[src/rtl/gray_pkg.sv]
// Shared Gray-code helpers for the Gray coder/decoder pair.
//   GRAY_MAX_W       widest word the helper functions handle
//   bits_per_stage() bits a pipelined decoder resolves per stage, ceil(width/stages)
//   bin2gray()       binary -> Gray
//   gray2bin()       Gray -> binary (MSB-first prefix XOR)
//   popcount()       number of set bits
package gray_pkg;

    localparam int GRAY_MAX_W = 64;

    function automatic int bits_per_stage(input int width, input int stages);
        return (width + stages - 1) / stages;
    endfunction

    function automatic logic [GRAY_MAX_W-1:0] bin2gray(input logic [GRAY_MAX_W-1:0] b);
        return b ^ (b >> 1);
    endfunction

    function automatic logic [GRAY_MAX_W-1:0] gray2bin(input logic [GRAY_MAX_W-1:0] g);
        logic [GRAY_MAX_W-1:0] b;
        b[GRAY_MAX_W-1] = g[GRAY_MAX_W-1];
        for (int i = GRAY_MAX_W - 2; i >= 0; i--)
            b[i] = b[i+1] ^ g[i];
        return b;
    endfunction

    function automatic int unsigned popcount(input logic [GRAY_MAX_W-1:0] v);
        int unsigned n;
        n = 0;
        for (int i = 0; i < GRAY_MAX_W; i++)
            n += 32'(v[i]);
        return n;
    endfunction

endpackage

[src/rtl/gray_decode_stage.sv]
// One pipeline stage of the Gray decoder: resolves binary bits HI down to LO
// (MSB-first) and registers {valid, partial_bin, gray_rem, step_err}.
//   clk, rst_n      clock, async active-low reset
//   en              advance enable (the decoder-wide in_ready)
//   vld_i/vld_o     stage valid in / registered out
//   bin_i/bin_o     partial binary; bits above HI already resolved upstream
//   gray_i/gray_o   Gray bits still to be resolved (resolved bits cleared)
//   err_i/err_o     step error flag travelling with the word
// A stage with HI < LO resolves nothing and simply delays the word.
module gray_decode_stage #(
    parameter int WIDTH = 4,
    parameter int HI    = 3,
    parameter int LO    = 2
) (
    input  logic             clk,
    input  logic             rst_n,
    input  logic             en,
    input  logic             vld_i,
    input  logic [WIDTH-1:0] bin_i,
    input  logic [WIDTH-1:0] gray_i,
    input  logic             err_i,
    output logic             vld_o,
    output logic [WIDTH-1:0] bin_o,
    output logic [WIDTH-1:0] gray_o,
    output logic             err_o
);

    // acc[WIDTH] is a constant 0 so the MSB follows the same recurrence
    // (bin[msb] = 0 ^ g[msb]) as every other bit.
    logic [WIDTH:0]   acc;
    logic [WIDTH-1:0] rem;
    logic             unused_acc_msb;

    always_comb begin
        acc = {1'b0, bin_i};
        rem = gray_i;
        for (int i = WIDTH - 1; i >= 0; i--) begin
            if (i <= HI && i >= LO) begin
                acc[i] = acc[i+1] ^ gray_i[i];
                rem[i] = 1'b0;
            end
        end
    end

    assign unused_acc_msb = acc[WIDTH];

    always_ff @(posedge clk or negedge rst_n) begin
        if (!rst_n) begin
            vld_o  <= 1'b0;
            bin_o  <= '0;
            gray_o <= '0;
            err_o  <= 1'b0;
        end else if (en) begin
            vld_o  <= vld_i;
            bin_o  <= acc[WIDTH-1:0];
            gray_o <= rem;
            err_o  <= err_i;
        end
    end

endmodule

[src/rtl/gray_decoder.sv]
// Pipelined Gray -> binary decoder with valid/ready on both sides and a
// single-bit-step checker on the accepted input stream.
//   clk, rst_n           clock, async active-low reset
//   gray_in, in_valid    Gray word and its valid
//   in_ready             decoder can accept (transfer on in_valid & in_ready)
//   bin_out, step_err    decoded word and "differed from previous accepted word in >1 bit"
//   out_valid, out_ready output handshake
// Latency is STAGES cycles; one global stall freezes every stage.
module gray_decoder
    import gray_pkg::*;
#(
    parameter int WIDTH  = 4,
    parameter int STAGES = 2
) (
    input  logic             clk,
    input  logic             rst_n,
    input  logic [WIDTH-1:0] gray_in,
    input  logic             in_valid,
    output logic             in_ready,
    output logic [WIDTH-1:0] bin_out,
    output logic             out_valid,
    input  logic             out_ready,
    output logic             step_err
);

    localparam int BPS = bits_per_stage(WIDTH, STAGES);

    logic [STAGES:0]            vld_pipe;
    logic [STAGES:0][WIDTH-1:0] bin_pipe;
    logic [STAGES:0][WIDTH-1:0] gry_pipe;
    logic [STAGES:0]            err_pipe;

    logic [WIDTH-1:0] prev_gray;
    logic             have_prev;
    logic             accept;
    logic             step_err_in;
    logic             unused_gray_rem;

    // The output register is the only place a word can wait, so the whole
    // pipe moves whenever the output slot is empty or being drained.
    assign in_ready = !out_valid || out_ready;
    assign accept   = in_valid && in_ready;

    assign step_err_in = have_prev &&
                         (popcount(GRAY_MAX_W'(gray_in ^ prev_gray)) > 32'd1);

    always_ff @(posedge clk or negedge rst_n) begin
        if (!rst_n) begin
            prev_gray <= '0;
            have_prev <= 1'b0;
        end else if (accept) begin
            prev_gray <= gray_in;
            have_prev <= 1'b1;
        end
    end

    // Stage 0 input: bubbles enter as valid=0 because en is in_ready, not accept.
    assign vld_pipe[0] = in_valid;
    assign bin_pipe[0] = '0;
    assign gry_pipe[0] = gray_in;
    assign err_pipe[0] = step_err_in;

    for (genvar k = 0; k < STAGES; k++) begin : g_stage
        localparam int HI     = WIDTH - 1 - k * BPS;
        localparam int LO_RAW = WIDTH - (k + 1) * BPS;
        localparam int LO     = (LO_RAW < 0) ? 0 : LO_RAW;

        gray_decode_stage #(
            .WIDTH (WIDTH),
            .HI    (HI),
            .LO    (LO)
        ) u_stage (
            .clk    (clk),
            .rst_n  (rst_n),
            .en     (in_ready),
            .vld_i  (vld_pipe[k]),
            .bin_i  (bin_pipe[k]),
            .gray_i (gry_pipe[k]),
            .err_i  (err_pipe[k]),
            .vld_o  (vld_pipe[k+1]),
            .bin_o  (bin_pipe[k+1]),
            .gray_o (gry_pipe[k+1]),
            .err_o  (err_pipe[k+1])
        );
    end

    assign out_valid = vld_pipe[STAGES];
    assign bin_out   = bin_pipe[STAGES];
    assign step_err  = err_pipe[STAGES];

    // Every bit is resolved by the last stage, so its remainder is always 0.
    assign unused_gray_rem = ^gry_pipe[STAGES];

endmodule

[config.mk]
export PLATFORM = sky130hd
export DESIGN_NAME = gray_decoder
export DESIGN_NICKNAME = d
export VERILOG_FILES = /design/src/rtl/gray_pkg.sv /design/src/rtl/gray_decode_stage.sv /design/src/rtl/gray_decoder.sv
export SDC_FILE = /design/constraint.sdc
export NUM_CORES = 1
export LEC_CHECK = 0
export BUFFER_PORTS_ARGS = -buffer_cell sky130_fd_sc_hd__buf_4
export CORE_ASPECT_RATIO = 1.4
export CORE_MARGIN = 4
export CORE_UTILIZATION = 40
export CTS_BUF_LIST = sky130_fd_sc_hd__clkbuf_8 sky130_fd_sc_hd__clkbuf_16
export DETAILED_ROUTE_END_ITERATION = 6
export PLACE_DENSITY = 0.57
export SYNTH_ARGS = -nofsm -noshare
export SYNTH_HDL_FRONTEND = slang
export SYNTH_HIERARCHICAL = 1
export SYNTH_SLANG_ARGS = --single-unit
[constraint.sdc]
create_clock -name clk -period 1.9 [get_ports clk]
set_clock_uncertainty 0.05 [all_clocks]
set_input_delay 0.19 -clock clk [delete_from_list [all_inputs] [get_ports clk]]
set_output_delay 0.19 -clock clk [all_outputs]
set_load 0.03 [all_outputs]
Word level (Yosys, flattened, before mapping)
Cells that the tools add are included.

Bits in registers: 17. Latch bits: 0. RAM bits: 0. Bits in read-only memories: 0. Input bits: 8. Output and inout port bits: 7. Word-level logic and storage cells: 81. Memories: 0.

Add/subtract/negate cells: 63. $mul: 0. Div/mod/pow operators: 0. $lt $le $gt $ge: 1. Eq/ne operators: 0. Shifts and indexed selects: 0. Mux-type cells: 0. Bitwise logic cells: 4. Reductions and logical operators: 4.

Operators by type and width (number): 32-bit by 1-bit adder with 32-bit output (second input constant) (32); 31-bit by 1-bit adder with 32-bit output (second input constant) (1); 32-bit by 1-bit > comparator with 1-bit output (second input constant) (1); 30-bit by 1-bit adder with 31-bit output (second input constant) (1); 29-bit by 1-bit adder with 30-bit output (second input constant) (1); 28-bit by 1-bit adder with 29-bit output (second input constant) (1); 27-bit by 1-bit adder with 28-bit output (second input constant) (1); 26-bit by 1-bit adder with 27-bit output (second input constant) (1); 25-bit by 1-bit adder with 26-bit output (second input constant) (1); 24-bit by 1-bit adder with 25-bit output (second input constant) (1); 23-bit by 1-bit adder with 24-bit output (second input constant) (1); 22-bit by 1-bit adder with 23-bit output (second input constant) (1); 21-bit by 1-bit adder with 22-bit output (second input constant) (1); 20-bit by 1-bit adder with 21-bit output (second input constant) (1); 19-bit by 1-bit adder with 20-bit output (second input constant) (1); 18-bit by 1-bit adder with 19-bit output (second input constant) (1); 17-bit by 1-bit adder with 18-bit output (second input constant) (1); 16-bit by 1-bit adder with 17-bit output (second input constant) (1); 15-bit by 1-bit adder with 16-bit output (second input constant) (1); 14-bit by 1-bit adder with 15-bit output (second input constant) (1); 13-bit by 1-bit adder with 14-bit output (second input constant) (1); 12-bit by 1-bit adder with 13-bit output (second input constant) (1); 11-bit by 1-bit adder with 12-bit output (second input constant) (1); 10-bit by 1-bit adder with 11-bit output (second input constant) (1); other kinds (14) (17).

Longest topological paths before layout
Gate-level depths: netlist of run 1.

Word-level depth: 66. Gate-level depth with buffers: 5. Mapped depth without buffers: 5.

Cells and area by module
Netlist of run 1, hierarchy kept.

Modules (own cells, without submodules): gray_decode_stage at g_stage[0].u_stage (instances 1, cells each 22, area each 352.8 sq um); gray_decode_stage at g_stage[1].u_stage (instances 1, cells each 23, area each 347.8 sq um); gray_decoder (instances 1, cells each 20, area each 286.5 sq um).

Worst setup path before layout of run 1
Ideal clock, no wire load.

Path type: register to register. Start: register prev_gray[0]. End: register g_stage[0].u_stage.err_o. Library setup time: 0.125 ns. Data arrival time: 1.482 ns. Setup slack: 0.243 ns. Cell stages (with the launch flop): 6. Clock period less this slack: 1.657 ns. Cell sequence: dfrtp_1 > xnor2_1 > fa_1 > o21ai_0 > and2_1 > mux2_4.

Longest elaborated chain between the ends: 66.

Ends and longest elaborated chain: from (decl) (RTL line gray_decoder.sv:33) `logic [WIDTH-1:0] prev_gray;`; from (signal assigned) (RTL line gray_decoder.sv:52) `prev_gray <= gray_in;`; 4-bit bitwise XOR (RTL line gray_decoder.sv:45) `(popcount(GRAY_MAX_W'(gray_in ^ prev_gray)) > 32'd1);`; 1-bit by 1-bit adder with 2-bit output (RTL line gray_pkg.sv:31) `n += 32'(v[i]);`; 2-bit by 1-bit adder with 3-bit output (RTL line gray_pkg.sv:31); 3-bit by 1-bit adder with 4-bit output (RTL line gray_pkg.sv:31); 4-bit by 1-bit adder with 5-bit output (RTL line gray_pkg.sv:31); 5-bit by 1-bit adder with 6-bit output (RTL line gray_pkg.sv:31); 6-bit by 1-bit adder with 7-bit output (RTL line gray_pkg.sv:31); 7-bit by 1-bit adder with 8-bit output (RTL line gray_pkg.sv:31); [... 20 more ...]; 28-bit by 1-bit adder with 29-bit output (RTL line gray_pkg.sv:31); 29-bit by 1-bit adder with 30-bit output (RTL line gray_pkg.sv:31); 30-bit by 1-bit adder with 31-bit output (RTL line gray_pkg.sv:31); 31-bit by 1-bit adder with 32-bit output (RTL line gray_pkg.sv:31); 32-bit by 1-bit adder with 32-bit output (32 in series) (RTL line gray_pkg.sv:31); 32-bit by 1-bit > comparator with 1-bit output (RTL line gray_decoder.sv:45); 1-bit logical AND (RTL line gray_decoder.sv:44) `assign step_err_in = have_prev &&`; named net err_pipe[0] (RTL line gray_decoder.sv:31) `logic [STAGES:0] err_pipe;`; to (signal assigned) (RTL line gray_decode_stage.sv:57) `err_o <= err_i;`; to (decl) (RTL line gray_decode_stage.sv:25) `output logic err_o`.

The timed path passes the listed nets, and every way through them passes these cells. A chain may end at the register's enable or synchronous reset.

Worst setup path in the final report of run 1
Same ends and word-level chain as after synthesis.

==> results of run 1 <==
## per-layer routing
metal / global-route usage [%] / vias up / share of wire [%]
met5: 0 / - / 0
met4: 7.53 / 0 / 2.6
met3: 2.97 / 3 / 7.1
met2: 16.8 / 14 / 48
met1: 12.2 / 202 / 42
li1: - / 202 / -
## flip-flops by register name, summed over array words and instances, names as in the netlist
name	count
g_stage.u_stage/err_o	2
g_stage.u_stage/gray_o	2
have_prev	1
g_stage.u_stage/bin_o	6
prev_gray	4
g_stage.u_stage/vld_o	2
## worst paths after layout
path,from,depth (start not counted),endpoint
hold reg to reg,have_prev,1,have_prev
setup reg to reg,prev_gray[0],5,g_stage[0].u_stage/err_o
max in group asynchronous,rst_n,2,prev_gray[3]
min in group asynchronous,rst_n,2,g_stage[1].u_stage/vld_o
setup / recovery,prev_gray[0],5,g_stage[0].u_stage/err_o
hold / removal,gray_in[1],2,g_stage[0].u_stage/gray_o[1]
## per-stage QoR
| step | hold slack [ns] | utilization [%] | std cells |
|---|---|---|---|
| CTS | 0.141 | 52.7 | 87 |
| global route | 0.148 | 52.7 | 87 |
| detailed placement | 0.0203 | 49.7 | 82 |
| floorplan | -0.156 | - | 50 |
| finish | 0.146 | 52.7 | 87 |
| global placement | 0.0178 | 49.7 | 82 |
## layout make-up
class	count	area (um^2)
fill	157	862
sequential	17	425
multi-input combinational	31	352
timing repair buffer	15	115
clock buffer	3	41.3
tap	20	25.0
clock inverter	1	3.75
## worst max-delay path, cell delays in order (launching register included)
cell and delay, ns:
dfrtp_1 0.39, xnor2_1 0.15, fa_1 0.54, o21ai_0 0.07
and2_1 0.15, mux2_4 0.24
## cell usage in the layout, fill, tap and decap left out
| cell | count |
|---|---|
| and2_1 | 1 |
| nand2b_1 | 1 |
| mux2_2 | 4 |
| nor2_1 | 2 |
| nand2b_4 | 1 |
| buf_4 | 14 |
| nand2_4 | 1 |
| a21oi_1 | 2 |
| xnor2_1 | 6 |
| dfrtp_1 | 17 |
| xor3_1 | 1 |
| o21ai_0 | 1 |
| inv_1 | 1 |
| clkbuf_8 | 3 |
| fa_1 | 1 |
| dlygate4sd3_1 | 1 |
| mux2_4 | 10 |
## where the power goes
group          switching, mW  internal [mW]  leakage, nW
registers             0.0575          0.453        0.193
clock network          0.112          0.143       0.0269
logic                  0.206          0.235        0.235
==> metrics.cfg, run 1 <==
[logic_synthesis]
syn_area_per_cell_um2 = 15.9
synth_nets = 59
ys.warnings.count = 6
postSynthCellCount = 50
syn_area_um2 = 793

[power]
power_density_mw_per_mm2 = 1250
p_total_mw = 1.21
peakVddDrop_v = 0.000697
leakage_nw = 0.455

[route]
ant_nets = 0
drt_first_pass_iters = 3
drcViolationCount = 0
drt_iter0_drc = 5
via_per_inst = 4.84
detail_route.wl_per_cell_um = 13.3
vias = 421
wl_mm = 1.16

[sta]
period_minus_slack_ns = 1.70
tightestPinTransition_ns = 0.257
finalCritPeriodShare_pct = 89.7
rsz0062_at_grt = no
max-slew-margin-rel_pct = 82.8
drv_slew = 0
timing.setup.tns_ns = 0
finalSetupViolCount = 0
hold_viol = 0
setup_slack_ns = 0.196
max_freq_mhz = 587

[hold_path]
hp-class = input pin to register

[clock_tree]
htree_levels = 1
cts-buffers-inserted = 3
cts_setup_buffers = 0
cts_tree = done
clk_latency_ns = 0.25
clockBufferDepth = 2
clk_pin_slew_worst_paths_ns = 0.06
ctsResizeCount = 0
clockRootBuffer = clkbuf_8
cts_sinks = 17
cts_hold_buf = 1

[grt]
grt_overflow = 0
antenna_found_initial = 0
grt_max_degree = 18
grt_pass1_vias = 471
grt_pass1_wl_mm = 2.04
grt_util_all_layers_pct = 10.7

[layout]
nets = 77
diodes = 0
area_growth_pct = 21.3
fin_area_um2 = 962
drive_gt1_share_pct = 49.3

[placement]
place_ws_ns = 0.196
placed_area_um2 = 907
gp_congestion = 0.645
port_buffers = 14

[job]
cap_violations = 0

[critical_path]
cp.required_ns = 1.98
start_kind = register
worstSetupPathType = register to register
crit_fanout = 2
regToRegSetupSlack_ns = 0.20
arrival_ns = 1.79
end_kind = register

[die]
die_w_um = 45.6
num_rows = 18
die_area_mm2 = 0.00277
start_util_pct = 43.5
io_pins = 15
core_mm2 = 0.00182
die_y_um = 60.7

[run_status]
status = completed

(Power assumes the default switching activity.)
==> run 2, diff against run 1 <==
--- a/config.mk
+++ b/config.mk
@@ -6,12 +6,15 @@
 export NUM_CORES = 1
 export LEC_CHECK = 0
 export BUFFER_PORTS_ARGS = -buffer_cell sky130_fd_sc_hd__buf_4
+export CELL_PAD_IN_SITES_DETAIL_PLACEMENT = 1
+export CELL_PAD_IN_SITES_GLOBAL_PLACEMENT = 1
 export CORE_ASPECT_RATIO = 1.4
 export CORE_MARGIN = 4
 export CORE_UTILIZATION = 40
 export CTS_BUF_LIST = sky130_fd_sc_hd__clkbuf_8 sky130_fd_sc_hd__clkbuf_16
 export DETAILED_ROUTE_END_ITERATION = 6
-export PLACE_DENSITY = 0.57
+export PLACE_DENSITY = 0.66
+export SETUP_SLACK_MARGIN = 0.2
 export SYNTH_ARGS = -nofsm -noshare
 export SYNTH_HDL_FRONTEND = slang
 export SYNTH_HIERARCHICAL = 1
==> metrics.cfg, run 2 (synthesis gave the netlist of run 1 again) <==
[layout]
layout_common_cells = 17 x dfrtp_1, 14 x buf_4, 10 x mux2_4, 4 x xnor2_1, 4 x mux2_2
utilization_pct = 53.6  ; +0.82 points
area_growth_pct = 23.2
nets = 77  ; unchanged
layoutNonFillerInstCount = 87  ; unchanged
drive_gt1_share_pct = 52.2  ; +3.0 points
final_common_cell = dfrtp_1
fillers = 191  ; +22%
regArea_um2 = 425  ; unchanged
multi_input_area_um2 = 367  ; +4.3%
fin_area_um2 = 977  ; +1.6%
reg.largest.list = g_stage.u_stage/bin_o (6), prev_gray (4)
top_register = g_stage.u_stage/bin_o
largest_reg_flops = 6  ; unchanged
diodes = 0  ; unchanged

[route]
vias = 435  ; +3.3%
ant_nets = 0  ; unchanged
via_per_inst = 5.00  ; +3.3%
drt_iter0_drc = 3  ; -2
wl_mm = 1.26  ; +8.9%
drt_first_pass_iters = 2  ; -1
detail_route.wl_per_cell_um = 14.5  ; +8.9%
drcViolationCount = 0  ; unchanged

[clock_tree]
cts_sinks = 17  ; unchanged
htree_levels = 1  ; unchanged
cts_setup_buffers = 0  ; unchanged
cts_tree = done
cts-buffers-inserted = 3  ; unchanged
clk_latency_ns = 0.25  ; about the same
clk_pin_slew_worst_paths_ns = 0.06  ; about the same
clockBufferDepth = 2  ; unchanged
clockRootBuffer = clkbuf_8

[critical_path]
end_kind = register
worstSetupPathType = register to register
path_cells = xnor2_2 -> fa_1 -> o21ai_1 -> and2_1 -> mux2_4
cp_top_family = adder cells
cp.required_ns = 1.98  ; about the same
arrival_ns = 1.76  ; -0.03 ns
crit_slowest_cell = fa_1
crit_fanout = 2  ; unchanged
critPathMaxStageDelay_ns = 0.54  ; about the same
r2r_start = prev_gray[0]
path_buf_inv = 0  ; unchanged
start_kind = register
critPathLaunch = prev_gray[0]

[placement]
placed_area_um2 = 907  ; unchanged
place_ws_ns = 0.198  ; +0.00153 ns
placed_cells = 82  ; unchanged
port_buffers = 14  ; unchanged
gp_congestion = 0.640  ; -0.64%
dp_hpwl_um = 937

[grt]
grt_pass1_wl_mm = 2.08  ; +2.0%
grt_max_degree = 18  ; unchanged
antenna_found_initial = 0  ; unchanged
grt_overflow = 0  ; unchanged
grt_util_all_layers_pct = 11.1  ; +0.47 points
grt_pass1_vias = 465  ; -1.3%

[power]
power_density_mw_per_mm2 = 1250  ; about the same
leakage_nw = 0.466  ; +2.5%
peakVddDrop_v = 0.000669  ; -4.1%
p_total_mw = 1.22  ; +1.5%

[sta]
period_minus_slack_ns = 1.68  ; -0.0268 ns
finalSetupViolCount = 0  ; unchanged
max_freq_mhz = 596  ; +1.6%
tightestPinTransition_ns = 0.251  ; -0.00601 ns
hold_viol = 0  ; unchanged
setup_slack_ns = 0.223  ; +0.0268 ns
max-slew-margin-rel_pct = 83.2  ; +0.40 points
hold_ws_ns = 0.151  ; +0.00531 ns
finalCritPeriodShare_pct = 88.3  ; -1.4 points
drv_slew = 0  ; unchanged
timing.setup.tns_ns = 0  ; unchanged
rsz0062_at_grt = yes

[die]
io_pins = 15  ; unchanged
core_mm2 = 0.00182  ; unchanged
die_w_um = 45.6  ; unchanged
die_y_um = 60.7  ; unchanged
die_area_mm2 = 0.00277  ; unchanged
start_util_pct = 43.5  ; unchanged
num_rows = 18  ; unchanged

[job]
cap_violations = 0  ; unchanged

[hold_path]
hp-class = input pin to register
min_from = gray_in[1]

[run_status]
status = completed

## run 2: timing repair
| action | in CTS | in global routing |
|---|---|---|
| endpoints found under the hold margin | 17 | 0 |
| endpoints found under the setup margin | 1 | 1 |
| pin swaps | 5 | 2 |
| resized for setup | 3 | 0 |
| hold buffers | 1 | 0 |
## run 2: layout make-up
type / count / area share (%)
clock inverters: 1 / 0.384
multi-input cells: 31 / 37.5
flip-flops and latches: 17 / 43.5
clock buffers: 3 / 4.23
well taps: 20 / 2.56
repair buffers: 15 / 11.8
## run 2: worst paths after layout
path | depth (start not counted) | slack (ns) | to
max in group asynchronous | 2 | 1.32 | g_stage[1].u_stage/bin_o[0]
min | 2 | 0.15 | g_stage[0].u_stage/gray_o[1]
min in group asynchronous | 2 | 0.29 | g_stage[0].u_stage/err_o
max | 5 | 0.22 | g_stage[0].u_stage/err_o
max reg2reg | 5 | 0.22 | g_stage[0].u_stage/err_o
min reg2reg | 1 | 0.42 | have_prev
## run 2: worst reg2reg max path, cell delays in order (launching register included)
cell     delay [ns]
dfrtp_1        0.40
xnor2_2        0.15
fa_1           0.54
o21ai_1        0.05
and2_1         0.13
mux2_4         0.24
## run 2: layer usage
metal | global-route usage [%] | part of all wire (%) | up-vias
met2 | 17.4 | 50 | 13
met1 | 12.7 | 42 | 215
li1 | - | - | 203
met4 | 8.79 | 1.8 | 0
met5 | 0 | 0 | -
met3 | 2.67 | 5.9 | 4
## run 2: report_power, final
part / total (mW) / internal, mW / switching [mW]
Sequential: 0.515 / 0.453 / 0.0621
Combinational: 0.456 / 0.242 / 0.213
Clock: 0.254 / 0.143 / 0.111
Total: 1.22 / 0.838 / 0.386
==> run 3, diff against run 2 <==
--- a/config.mk
+++ b/config.mk
@@ -14,7 +14,7 @@
 export CTS_BUF_LIST = sky130_fd_sc_hd__clkbuf_8 sky130_fd_sc_hd__clkbuf_16
 export DETAILED_ROUTE_END_ITERATION = 6
 export PLACE_DENSITY = 0.66
-export SETUP_SLACK_MARGIN = 0.2
+export SETUP_SLACK_MARGIN = 0.5
 export SYNTH_ARGS = -nofsm -noshare
 export SYNTH_HDL_FRONTEND = slang
 export SYNTH_HIERARCHICAL = 1
==> metrics.cfg, run 3 (synthesis gave the netlist of run 1 again) <==
[grt]
grt_overflow = 0  ; unchanged
grt_pass1_vias = 480  ; +3.2%
grt_pass1_wl_mm = 2.17  ; +4.7%
grt_util_all_layers_pct = 11.3  ; +0.16 points
antenna_found_initial = 0  ; unchanged
grt_max_degree = 18  ; unchanged

[critical_path]
start_kind = register
cp_num_cells = 5  ; unchanged
crit_fanout = 2  ; unchanged
reg2reg_depth = 5  ; unchanged
worstSetupPathType = register to register
end_kind = register
r2r_start = prev_gray[0]
critPathMaxStageDelay_ns = 0.55  ; about the same
crit_slowest_cell = fa_1
path_cells = xnor2_2 -> fa_1 -> o21ai_1 -> and2_1 -> mux2_4
critPathLaunch = prev_gray[0]
cp.required_ns = 1.98  ; about the same
cp_top_family = adder cells
path_buf_inv = 0  ; unchanged
arrival_ns = 1.79  ; +0.03 ns

[sta]
hold_ws_ns = 0.151  ; -0.000419 ns
finalSetupViolCount = 0  ; unchanged
finalCritPeriodShare_pct = 90.1  ; +1.9 points
max_freq_mhz = 584  ; -2.1%
drv_slew = 0  ; unchanged
hold_viol = 0  ; unchanged
timing.setup.tns_ns = 0  ; unchanged
rsz0062_at_grt = yes
period_minus_slack_ns = 1.71  ; +0.0353 ns
max-slew-margin-rel_pct = 85.0  ; +1.7 points
tightestPinTransition_ns = 0.226  ; -0.0258 ns

[layout]
multi_input_area_um2 = 367  ; unchanged
diodes = 0  ; unchanged
area_growth_pct = 30.0
top_register = g_stage.u_stage/bin_o
layout_common_cells = 21 x buf_4, 16 x dfrtp_1, 10 x mux2_4, 4 x xnor2_1, 4 x mux2_2
regArea_um2 = 427  ; +0.29%
fillers = 186  ; -2.6%
reg.largest.list = g_stage.u_stage/bin_o (6), prev_gray (4)
drive_gt1_share_pct = 58.1  ; +5.9 points
final_common_cell = buf_4
largest_reg_flops = 6  ; unchanged
nets = 84  ; +9.1%
fin_area_mm2 = 0.00103  ; +5.5%

[die]
core_mm2 = 0.00182  ; unchanged
start_util_pct = 43.5  ; unchanged
die_w_um = 45.6  ; unchanged
die_area_mm2 = 0.00277  ; unchanged
die_y_um = 60.7  ; unchanged
io_pins = 15  ; unchanged
num_rows = 18  ; unchanged

[hold_path]
min_from = gray_in[1]
hp-class = input pin to register
min_path_cells = 2  ; unchanged

[placement]
gp_congestion = 0.629  ; -1.9%
dp_hpwl_um = 981  ; +4.8%
placed_area_um2 = 923  ; +1.8%
port_buffers = 14  ; unchanged

[route]
vias = 459  ; +5.5%
via_per_inst = 4.88  ; -2.3%
wl_mm = 1.49  ; +18%
drt_first_pass_iters = 1  ; -1
drt_iter0_drc = 0  ; -3
drcViolationCount = 0  ; unchanged
detail_route.wl_per_cell_um = 15.8  ; +9.3%
ant_nets = 0  ; unchanged

[clock_tree]
htree_levels = 1  ; unchanged
ctsResizeCount = 0  ; -3
cts_sinks = 17  ; unchanged
cts-buffers-inserted = 3  ; unchanged
clk_latency_ns = 0.25  ; about the same
clk_pin_slew_worst_paths_ns = 0.07  ; about the same
clockBufferDepth = 2  ; unchanged
cts_tree = done
clockRootBuffer = clkbuf_8

[power]
power_density_mw_per_mm2 = 1240  ; -1.3%
combPwrFrac_pct = 39.2  ; +2.0 points
peakVddDrop_v = 0.000538  ; -20%
pwr-share-seq_pct = 40.5  ; -1.5 points
p_switching_uw = 406  ; +5.0%
internal_power_uw = 869  ; +3.8%
leakage_nw = 0.497  ; +6.7%
clkPwrFrac_pct = 20.3  ; -0.5 points
p_sw_share_pct = 31.8  ; +0.25 points

[job]
cap_violations = 0  ; unchanged

[run_status]
status = completed

-- run 3: timing repair --
item | CTS | global route
endpoints found under the hold margin | 17 | 0
hold buffers | 1 | 0
setup endpoints to repair | 1 | 2
pin swaps | 1 | 0
cloned | 0 | 0
buffers inserted | 1 | 6
-- run 3: worst paths after layout --
check | endpoint | slack [ns]
setup / recovery | g_stage[0].u_stage/err_o | 0.19
hold / removal | g_stage[0].u_stage/gray_o[1] | 0.15
setup reg to reg | g_stage[0].u_stage/err_o | 0.19
hold reg to reg | have_prev | 0.42
max in group asynchronous | g_stage[1].u_stage/vld_o | 1.30
min in group asynchronous | g_stage[1].u_stage/bin_o[1] | 0.29
-- run 3: worst reg2reg max path, cell delays in order, from the launching register on --
cell	delay [ns]
dfrtp_1	0.41
xnor2_2	0.15
fa_1	0.55
o21ai_1	0.06
and2_1	0.14
mux2_4	0.25
-- run 3: metrics by stage --
stage	worst slack (ns)	std cells	util, %	power, mW
CTS	0.191	88	54.0	1.26
global route	0.150	94	56.5	1.35
finish	0.187	94	56.5	1.28
floorplan	0.260	50	-	0.846
global placement	0.251	82	50.6	0.967
detailed placement	0.198	82	50.6	0.991
-- run 3: final cells by class --
class	instances	area share, %
multi-input combinational	31	35.6
sequential	17	41.4
clock buffer	3	4.00
tap	20	2.43
clock inverter	1	0.364
timing repair buffer	22	16.3
-- run 3: metal layers --
metal / up-vias / part of all wire (%) / GRT usage [%]
met1: 230 / 43 / 13.6
met3: 2 / 3.8 / 2.67
met4: 0 / 1.1 / 6.28
met2: 13 / 52 / 18.2
li1: 214 / - / -
met5: - / 0 / 0
-- run 3: power groups by stage --
stage	sequential (mW)	combinational [mW]	clock [mW]
2_1_floorplan	0.606	0.241	0
3_3_place_gp	0.518	0.450	0
3_5_place_dp	0.525	0.466	0
4_1_cts	0.518	0.479	0.267
5_1_grt	0.529	0.532	0.293
6_report	0.517	0.500	0.258
